### config.mk
export PLATFORM = sky130hd
export DESIGN_NAME = iob_ethoc_init_seq
export DESIGN_NICKNAME = d
export VERILOG_FILES = /design/src/rtl/iob_ethoc_seq_pkg.sv /design/src/rtl/iob_ethoc_seq_rom.sv /design/src/rtl/iob_ethoc_init_seq.sv
export SDC_FILE = /design/constraint.sdc
export NUM_CORES = 1
export LEC_CHECK = 0
export ABC_AREA = 1
export ABC_CLOCK_PERIOD_IN_PS = 2100
export CAP_MARGIN = 10
export CELL_PAD_IN_SITES_DETAIL_PLACEMENT = 1
export CELL_PAD_IN_SITES_GLOBAL_PLACEMENT = 2
export CORE_UTILIZATION = 26
export CTS_BUF_LIST = sky130_fd_sc_hd__clkbuf_16
export CTS_CLUSTER_DIAMETER = 100
export DETAILED_ROUTE_END_ITERATION = 10
export PLACE_DENSITY = 0.92
export SYNTH_ARGS = -nofsm -noshare
export SYNTH_HDL_FRONTEND = slang
export SYNTH_HIERARCHICAL = 1
export SYNTH_SLANG_ARGS = --single-unit
export TNS_END_PERCENT = 100
### constraint.sdc
create_clock -name clk_i -period 2.1 [get_ports clk_i]
set_clock_uncertainty 0.2 [all_clocks]
set_input_delay 0.42 -clock clk_i [delete_from_list [all_inputs] [get_ports clk_i]]
set_output_delay 0.42 -clock clk_i [all_outputs]
set_load 0.05 [all_outputs]
### src/rtl/iob_ethoc_seq_pkg.sv
// Shared definitions for the Ethernet MAC init sequencer: FSM states,
// register map, programming values, BD status bit and error codes.
package iob_ethoc_seq_pkg;

  typedef enum logic [2:0] {
    S_IDLE,
    S_WR,
    S_WR_GAP,
    S_POLL_RD,
    S_POLL_WAIT,
    S_IRQ_WAIT,
    S_DONE,
    S_ERR
  } seq_state_t;

  typedef enum logic [1:0] {
    ERR_NONE        = 2'd0,
    ERR_RDY_TIMEOUT = 2'd1,
    ERR_POLL        = 2'd2
  } err_code_t;

  // MAC register / buffer-descriptor byte addresses
  localparam logic [11:0] MODER_ADDR      = 12'h000;
  localparam logic [11:0] INT_MASK_ADDR   = 12'h008;
  localparam logic [11:0] TX_BD0_ADDR     = 12'h400;
  localparam logic [11:0] TX_BD0_PTR_ADDR = 12'h404;
  localparam logic [11:0] RX_BD0_ADDR     = 12'h600;
  localparam logic [11:0] RX_BD0_PTR_ADDR = 12'h604;

  // Programming values
  localparam logic [31:0] MODER_BASE   = 32'h0000_A080;
  localparam logic [31:0] MODER_LOOP   = 32'h0000_A480;
  localparam logic [31:0] MODER_RXEN   = 32'h0000_A481;
  localparam logic [31:0] MODER_RXTXEN = 32'h0000_A483;
  localparam logic [31:0] RX_PTR_VAL   = 32'h0000_0080;
  localparam logic [31:0] RX_BD_VAL    = 32'h0010_C000;
  localparam logic [31:0] TX_PTR_VAL   = 32'h0000_0000;
  localparam logic [31:0] TX_BD_VAL    = 32'h0010_D000;
  localparam logic [31:0] INT_MASK_VAL = 32'h0000_007F;

  // Empty bit of an RX buffer descriptor: 1 while the MAC still owns it
  localparam int unsigned BD_E_BIT = 15;

endpackage

### src/rtl/iob_ethoc_seq_rom.sv
// Write-table lookup: sequence step -> {address, write data}.
// Step 8 (interrupt mask) is only reached in builds with interrupt wait.
module iob_ethoc_seq_rom
  import iob_ethoc_seq_pkg::*;
#(
  parameter int ADDR_W = 12
) (
  input  logic [3:0]        step,
  output logic [ADDR_W-1:0] address,
  output logic [31:0]       wdata
);

  // Pure combinational table decode
  always_comb begin
    address = '0;
    wdata   = '0;
    case (step)
      4'd0: begin address = ADDR_W'(MODER_ADDR);      wdata = MODER_BASE;   end
      4'd1: begin address = ADDR_W'(MODER_ADDR);      wdata = MODER_LOOP;   end
      4'd2: begin address = ADDR_W'(RX_BD0_PTR_ADDR); wdata = RX_PTR_VAL;   end
      4'd3: begin address = ADDR_W'(RX_BD0_ADDR);     wdata = RX_BD_VAL;    end
      4'd4: begin address = ADDR_W'(MODER_ADDR);      wdata = MODER_RXEN;   end
      4'd5: begin address = ADDR_W'(TX_BD0_PTR_ADDR); wdata = TX_PTR_VAL;   end
      4'd6: begin address = ADDR_W'(TX_BD0_ADDR);     wdata = TX_BD_VAL;    end
      4'd7: begin address = ADDR_W'(MODER_ADDR);      wdata = MODER_RXTXEN; end
      4'd8: begin address = ADDR_W'(INT_MASK_ADDR);   wdata = INT_MASK_VAL; end
      default: ;
    endcase
  end

endmodule

### src/rtl/iob_ethoc_init_seq.sv
// Native-bus master that programs the ethoc MAC for loopback and waits for
// one received frame. Optional macro ETHOC_SEQ_IRQ_EN replaces RX BD polling
// with a wait on interrupt_i (adds the interrupt-mask write as step 8).
module iob_ethoc_init_seq
  import iob_ethoc_seq_pkg::*;
#(
  parameter int ADDR_W      = 12,
  parameter int DATA_W      = 32,
  parameter int RDY_TIMEOUT = 256,
  parameter int POLL_MAX    = 1024,
  parameter int POLL_GAP    = 16
) (
  input  logic                clk_i,
  input  logic                arst_i,
  input  logic                start_i,
`ifdef ETHOC_SEQ_IRQ_EN
  input  logic                interrupt_i,
`endif
  output logic                valid_o,
  output logic [ADDR_W-1:0]   address_o,
  output logic [DATA_W-1:0]   wdata_o,
  output logic [DATA_W/8-1:0] wstrb_o,
  input  logic [DATA_W-1:0]   rdata_i,
  input  logic                ready_i,
  output logic                busy_o,
  output logic                done_o,
  output logic                error_o,
  output logic [1:0]          err_code_o,
  output logic [DATA_W-1:0]   rx_bd_o,
  output logic [3:0]          step_o
);

  localparam int RW = $clog2(RDY_TIMEOUT + 1);
  localparam int WW = $clog2(((POLL_MAX > POLL_GAP) ? POLL_MAX : POLL_GAP) + 1);
`ifdef ETHOC_SEQ_IRQ_EN
  localparam logic [3:0]  LAST_STEP  = 4'd8;
  localparam seq_state_t  FIRST_WAIT = S_IRQ_WAIT;
`else
  localparam int          PW         = $clog2(POLL_MAX + 1);
  localparam logic [3:0]  LAST_STEP  = 4'd7;
  localparam seq_state_t  FIRST_WAIT = S_POLL_RD;
  logic [PW-1:0]          poll_cnt;
  logic                   poll_last;
`endif

  seq_state_t        state, state_nxt;
  err_code_t         err_code, err_nxt;
  logic [3:0]        step;
  logic [RW-1:0]     rdy_cnt;
  logic [WW-1:0]     wait_cnt;
  logic [DATA_W-1:0] rx_bd;
  logic              error;
  logic              req, wr, rdy_last;
  logic [ADDR_W-1:0] rom_addr;
  logic [31:0]       rom_wdata;

  iob_ethoc_seq_rom #(.ADDR_W(ADDR_W)) u_rom (
    .step    (step),
    .address (rom_addr),
    .wdata   (rom_wdata)
  );

  assign rdy_last  = (rdy_cnt == RW'(RDY_TIMEOUT - 1));
`ifndef ETHOC_SEQ_IRQ_EN
  assign poll_last = (poll_cnt == PW'(POLL_MAX - 1));
`endif

  // State register
  always_ff @(posedge clk_i or negedge arst_i) begin
    if (!arst_i) state <= S_IDLE;
    else         state <= state_nxt;
  end

  // Next-state decode and request qualifiers
  always_comb begin
    state_nxt = state;
    req       = 1'b0;
    wr        = 1'b0;
    err_nxt   = ERR_NONE;
    case (state)
      S_IDLE: if (start_i) state_nxt = S_WR;
      S_WR: begin
        req = 1'b1;
        wr  = 1'b1;
        if (ready_i) state_nxt = S_WR_GAP;
        else if (rdy_last) begin
          state_nxt = S_ERR;
          err_nxt   = ERR_RDY_TIMEOUT;
        end
      end
      S_WR_GAP: state_nxt = (step == LAST_STEP) ? FIRST_WAIT : S_WR;
      S_POLL_RD: begin
        req = 1'b1;
        if (ready_i) begin
          if (!rdata_i[BD_E_BIT]) state_nxt = S_DONE;
`ifdef ETHOC_SEQ_IRQ_EN
          else begin
            state_nxt = S_ERR;
            err_nxt   = ERR_POLL;
          end
`else
          else if (poll_last) begin
            state_nxt = S_ERR;
            err_nxt   = ERR_POLL;
          end else state_nxt = S_POLL_WAIT;
`endif
        end else if (rdy_last) begin
          state_nxt = S_ERR;
          err_nxt   = ERR_RDY_TIMEOUT;
        end
      end
`ifdef ETHOC_SEQ_IRQ_EN
      S_IRQ_WAIT: begin
        if (interrupt_i) state_nxt = S_POLL_RD;
        else if (wait_cnt == WW'(POLL_MAX - 1)) begin
          state_nxt = S_ERR;
          err_nxt   = ERR_POLL;
        end
      end
`else
      S_POLL_WAIT: if (wait_cnt == WW'(POLL_GAP - 1)) state_nxt = S_POLL_RD;
`endif
      S_DONE:  state_nxt = S_IDLE;
      S_ERR:   state_nxt = S_IDLE;
      default: state_nxt = S_IDLE;
    endcase
  end

  // Request fields are zero outside a request so reset leaves the bus all-zero
  assign valid_o    = req;
  assign wstrb_o    = wr ? '1 : '0;
  assign address_o  = wr ? rom_addr : (req ? ADDR_W'(RX_BD0_ADDR) : '0);
  assign wdata_o    = wr ? DATA_W'(rom_wdata) : '0;
  assign busy_o     = (state != S_IDLE);
  assign done_o     = (state == S_DONE);
  assign error_o    = error;
  assign err_code_o = err_code;
  assign rx_bd_o    = rx_bd;
  assign step_o     = step;

  // Step index, timers, captured BD word and sticky error status
  always_ff @(posedge clk_i or negedge arst_i) begin
    if (!arst_i) begin
      step     <= '0;
      rdy_cnt  <= '0;
      wait_cnt <= '0;
      rx_bd    <= '0;
      error    <= 1'b0;
      err_code <= ERR_NONE;
`ifndef ETHOC_SEQ_IRQ_EN
      poll_cnt <= '0;
`endif
    end else begin
      rdy_cnt  <= (req && !ready_i) ? rdy_cnt + 1'b1 : '0;
      wait_cnt <= ((state == S_POLL_WAIT || state == S_IRQ_WAIT) && state_nxt == state)
                  ? wait_cnt + 1'b1 : '0;
      if (state == S_IDLE && start_i) begin
        step     <= '0;
        rx_bd    <= '0;
        error    <= 1'b0;
        err_code <= ERR_NONE;
`ifndef ETHOC_SEQ_IRQ_EN
        poll_cnt <= '0;
`endif
      end
      if (state == S_WR_GAP && step != LAST_STEP) step <= step + 1'b1;
      if (state == S_POLL_RD && ready_i) begin
        rx_bd <= rdata_i;
`ifndef ETHOC_SEQ_IRQ_EN
        poll_cnt <= poll_cnt + 1'b1;
`endif
      end
      if (state_nxt == S_ERR && state != S_ERR) begin
        error    <= 1'b1;
        err_code <= err_nxt;
      end
    end
  end

endmodule

---- Word level (Yosys, flattened, before mapping) ----
Cells that the tools add are included.
cells by class
  add/subtract/negate cells ............... 4
  equal/unequal tests ..................... 21
  mux-type cells .......................... 35
  reductions and logical operators ........ 15
operators with widths
  kind                                                    count
  one-hot mux 21 bit (8 select lines)                     1
  2-to-1 mux 32 bit                                       3
  one-hot mux 11 bit (5 select lines)                     1
  2-to-1 mux 11 bit                                       4
  adder 11 x 1 -> 11 bit (second input constant)          2
  equality test 4 x 3 -> 1 bit (second input constant)    4
  2-to-1 mux 2 bit                                        8
  2-to-1 mux 3 bit                                        5
  one-hot mux 3 bit (5 select lines)                      1
  equality test 3 bit (second input constant)             4
  2-to-1 mux 12 bit                                       1
  2-to-1 mux 4 bit                                        3
  equality test 11 x 10 -> 1 bit (second input constant)  1
  equality test 11 x 4 -> 1 bit (second input constant)   1
  adder 9 x 1 -> 9 bit (second input constant)            1
  equality test 9 x 8 -> 1 bit (second input constant)    1
  2-to-1 mux 9 bit                                        1
  equality test 4 x 2 -> 1 bit (second input constant)    2
  equality test 3 x 2 -> 1 bit (second input constant)    2
  logical AND 1 bit                                       6
  2-to-1 mux 1 bit                                        6
  nonzero test 2 bit                                      3
  adder 4 x 1 -> 4 bit (second input constant)            1
  equality test 4 x 1 -> 1 bit (second input constant)    1
  other kinds (12)                                        12
word-level totals
  flip-flop bits (word level) ............. 73
  input port bits ......................... 36
  output and inout port bits .............. 90
  word-level logic and storage cells ...... 83

---- Depth between registers and ports, before layout ----
Gate-level depths: netlist of the first run.
  depth after elaboration ................. 8
  mapped depth ............................ 13
  gate-level depth less buffers ........... 13

---- By module ----
Netlist of the first run, hierarchy kept.
modules (own cells, without submodules)
  module              instances  cells each  area an instance (µm²)  sequential area each (µm²)
  iob_ethoc_init_seq  1          405         3494.6                  1826.8
  iob_ethoc_seq_rom   1          69          384.1                   0.0

---- Worst setup path before layout of the first run ----
No wires, ideal clock.
  kind .................................... register to output
  start point ............................. register step[0] (netlist: step_o[0])
  end point ............................... output wdata_o[20]
  data arrival time ....................... 1.951 ns
  required time ........................... 1.480 ns
  setup slack ............................. -0.471 ns
  cell stages (with the launch flop) ...... 8
  buffers on the path ..................... 1
  cells stage by stage .................... dfrtp_1 > nand2_1 > nor2_1 > nor2_1 > inv_1 > buf_4 > inv_1 > nor2_1
on the way
  longest elaborated chain between the ends .. 3
  elaborated cells on any way between the ends .. 10
  classes of those cells .................. eq/ne (7); mux (2); reduce/logical (1)
RTL lines
  what                                         RTL line                   text
  from (decl)                                  iob_ethoc_init_seq.sv:48   logic [3:0] step;
  from (signal assigned)                       iob_ethoc_init_seq.sv:166  if (state == S_WR_GAP && step != LAST_STEP) step <= step + 1'b1;
  equality test 4 bit (tied with other cells)  iob_ethoc_seq_rom.sv:17    case (step)
  one-hot mux 21 bit (8 select lines) *        iob_ethoc_seq_rom.sv:17
  via rom_wdata[20]                            iob_ethoc_init_seq.sv:55   logic [31:0] rom_wdata;
  2-to-1 mux 32 bit *                          iob_ethoc_init_seq.sv:133  assign wdata_o = wr ? DATA_W'(rom_wdata) : '0;
  to (decl)                                    iob_ethoc_init_seq.sv:21   output logic [DATA_W-1:0] wdata_o,
The timed path passes the listed nets; every way through them passes the cells marked *.

---- Worst setup path after layout of the first run ----
  start point ............................. register step[1] (netlist: step_o[1])
  end point ............................... output wdata_o[3]
on the way
  longest elaborated chain between the ends .. 3
  elaborated cells on any way between the ends .. 10
  classes of those cells .................. eq/ne (7); mux (2); reduce/logical (1)
RTL lines
  what                                         RTL line
  equality test 4 bit (tied with other cells)  iob_ethoc_seq_rom.sv:17
  one-hot mux 21 bit (8 select lines) *        iob_ethoc_seq_rom.sv:17
  2-to-1 mux 32 bit *                          iob_ethoc_init_seq.sv:133
Mark *: on every way between the ends. The rest lies on a longest branch, timed or not.

==> results of run 1 <==
[final cells by class]
type                    instances  area share, %
inverters                      81           5.29
clock inverters                 7          0.780
multi-input cells             297           30.5
well taps                     184           3.88
repair buffers                133           24.9
clock buffers                   9           3.80
flip-flops and latches         73           30.9
[worst paths after layout]
kind | to | slack, ns | cells after the start
max | wdata_o[3] | -0.05 | 6
min | wait_cnt[0] | 0.27 | 1
max reg2reg | step_o[2] | 0.10 | 7
min reg2reg | wait_cnt[0] | 0.27 | 1
max in group asynchronous | step_o[3] | 0.93 | 3
min in group asynchronous | rx_bd_o[27] | 0.46 | 3
[sequential cells by signal, indices dropped and copies added, names as in the netlist]
signal	cells
error_o	1
wait_cnt	11
poll_cnt	11
rdy_cnt	9
step_o	4
err_code_o	2
rx_bd_o	32
state	3
[report_power, final]
part           leakage (uW)  total (uW)  internal, uW  switching, uW
Sequential         0.000999        1890          1660            232
Clock              0.000135        1400           797            599
Combinational       0.00164        4580          1560           3020
[layer usage]
metal	vias to the layer above	track usage [%]
li1	1683	-
met1	1748	17.6
met2	66	25.8
met3	16	2.11
met4	0	6.55
met5	-	0
[cells by family after synthesis]
group,Yosys count
xor+xnor,4
fa+ha+maj,5
other cells,1
compound gates,64
flops,73
simple gates,197
mux,1
buf+inv,129
[layout by cell type, fill, tap and decap left out, drive strengths merged, types with 5 or more instances in the layout]
master	count
a21oi	13
a22o	33
buf	98
clkbuf	9
clkdlybuf4s50	34
conb	26
dfrtp	73
ha	5
inv	83
nand2	63
nand3	23
nand4	7
nor2	92
nor3b	5
o21ai	11
[metrics by stage]
stage	util, %	hold slack [ns]
after floorplan	-	-0.0756
after global placement	36.3	0.246
after detailed placement	36.3	0.259
after CTS	39.8	0.268
after global routing	40.8	0.281
final	40.8	0.266
[timing repair]
action,4_1_cts,5_1_grt
cloned,2,0
setup endpoints to repair,21,23
hold buffers,1,0
resized for setup,31,45
pin swaps,16,15
endpoints found under the hold margin,73,0
buffers inserted,14,3
==> metrics.csv, run 1 <==
metric,value,unit
status,"finished, violations left",
failing checks,negative setup slack,
cells along the critical path,nor2_4 > nand3_4 > inv_4 > inv_1 > nor2_4 > buf_12,
"Cell Area, Synth",3880,um^2
Post-synth EDFFs,0,
routability cong.,0.774,
worst hold path class,register to register,
Relative slew margins,38.8,%
Post-Synth Adder-Cell Area,1.61,%
vias post-DR,3513,
DRT Pass-1 Iters,4,
largest family of logic cells by synthesized area,simple AND/OR/NAND/NOR gates,
Starting Density,26.7,%
Leak,0.00278,uW
Critical Path Max Stage Delay,0.49,ns
met3 WL post-DR,349,um
maximum VDD drop,0.000417,V
DRC viols,0,
post-route setup TNS,-0.515,ns
mux contribution to synthesized area,0.258,%
nature of the critical path startpoint,register,
die width,124,um
setup violators final,17,
power per standard cell area,1330,nW/um^2
Crit Path Category,register to output pin,
"Period Utilization, post-route",102,%
most numerous cell in the Yosys netlist,nor2_1,
htree depth,3,
largest net degree at the start of global routing,74,
design area,5930,um^2
Top Metal Used,met4,
share of cells above drive strength 1,32.2,%
Register Area,1830,um^2
ys async rst share,100,%
Setup WS pre-CTS,-0.0916,ns
"Distinct cells, synth",30,
register area share after synthesis,47.1,%
#FFs+latches synth,73,
area share of the largest cell type after synthesis,47.1,%
IO buf count,99,
Syn Area/Cell,8.18,um^2
clock sinks,73,
crit path DAT,1.53,ns
Maximum Capacitance Violations,0,
Hold Path Origin,wait_cnt[0],
final cell count without fillers,784,
CP max FO,6,
CTS tree,built,
simple-gate area share of the yosys netlist,21.4,%
cts bufs inserted,9,
vias per cell,4.48,
CTS root buf,clkbuf_16,
Post-synth top cells,"91 x nor2_1, 78 x inv_1, 73 x dfrtp_1, 63 x nand2_1, 37 x buf_4",
crit path from,step_o[1],
Crit-path slowest cell,dfrtp_2,
Buf/Inv on CP,3,
Worst Path Required,1.48,ns
Crit path max-delay family,flip-flops,
final hold vios,0,
Worst R2R Start,step_o[0],
I/O Pins,126,
Max Buffers Root-to-Sink,2,
routed wl met2,5960,um
dpl cells,748,
vias in the first global route,3609,
Main synth FF type,dfrtp_1,
Post-DRT Antenna Nets,0,
die footprint,15400,um^2
Detailed Place HPWL,7830,um
"Reg clk slew, reported paths",0.06,ns
"most used cell, CP",nor2_4,
Power Total,7870,uW
"Slew Viols, Final",0,
RSZ-0062 raised after global routing,yes,
dominant cells by area after synthesis,"dfrtp_1 47%, nor2_1 8.8%, inv_1 7.5%",
global route overflow,0,
WL/cell,14.1,um
Placed Area,5280,um^2
WL final,11100,um
core area,14500,um^2
Rows,44,
fmax,0.466,GHz
Die Y,124,um
drt first-iter violations,169,
worst-skew pair later-pin latency,0.33,ns
initial antenna violation count,0,
area of the multi-input gates,1810,um^2
Yosys top cell by area,dfrtp_1,
first-pass GRT wire length,17500,um
setup ws final,-0.0467,ns
Ys Warns,6,
compound-gate portion of the synthesized area,12.0,%
Final nets,636,
Synth-to-Final Area Change,53.0,%
Fill cells,1675,
GRT Util Overall,14.6,%
Synth Instances,474,
worst slew pin tran,0.915,ns
Antenna Cells,0,
M1 WL,4530,um
Final min period,2.15,ns
post-synthesis xor/xnor area fraction,0.903,%
CP Capture Type,output pin,
Power figures use the tool's default switching activity.
==> run 2, diff against run 1 <==
Settings changed: CAP_MARGIN 10 to 20, SLEW_MARGIN from default to 20.
==> results of run 2 <==
Same layout as run 1: the final DEF is identical, and so are final timing and power.
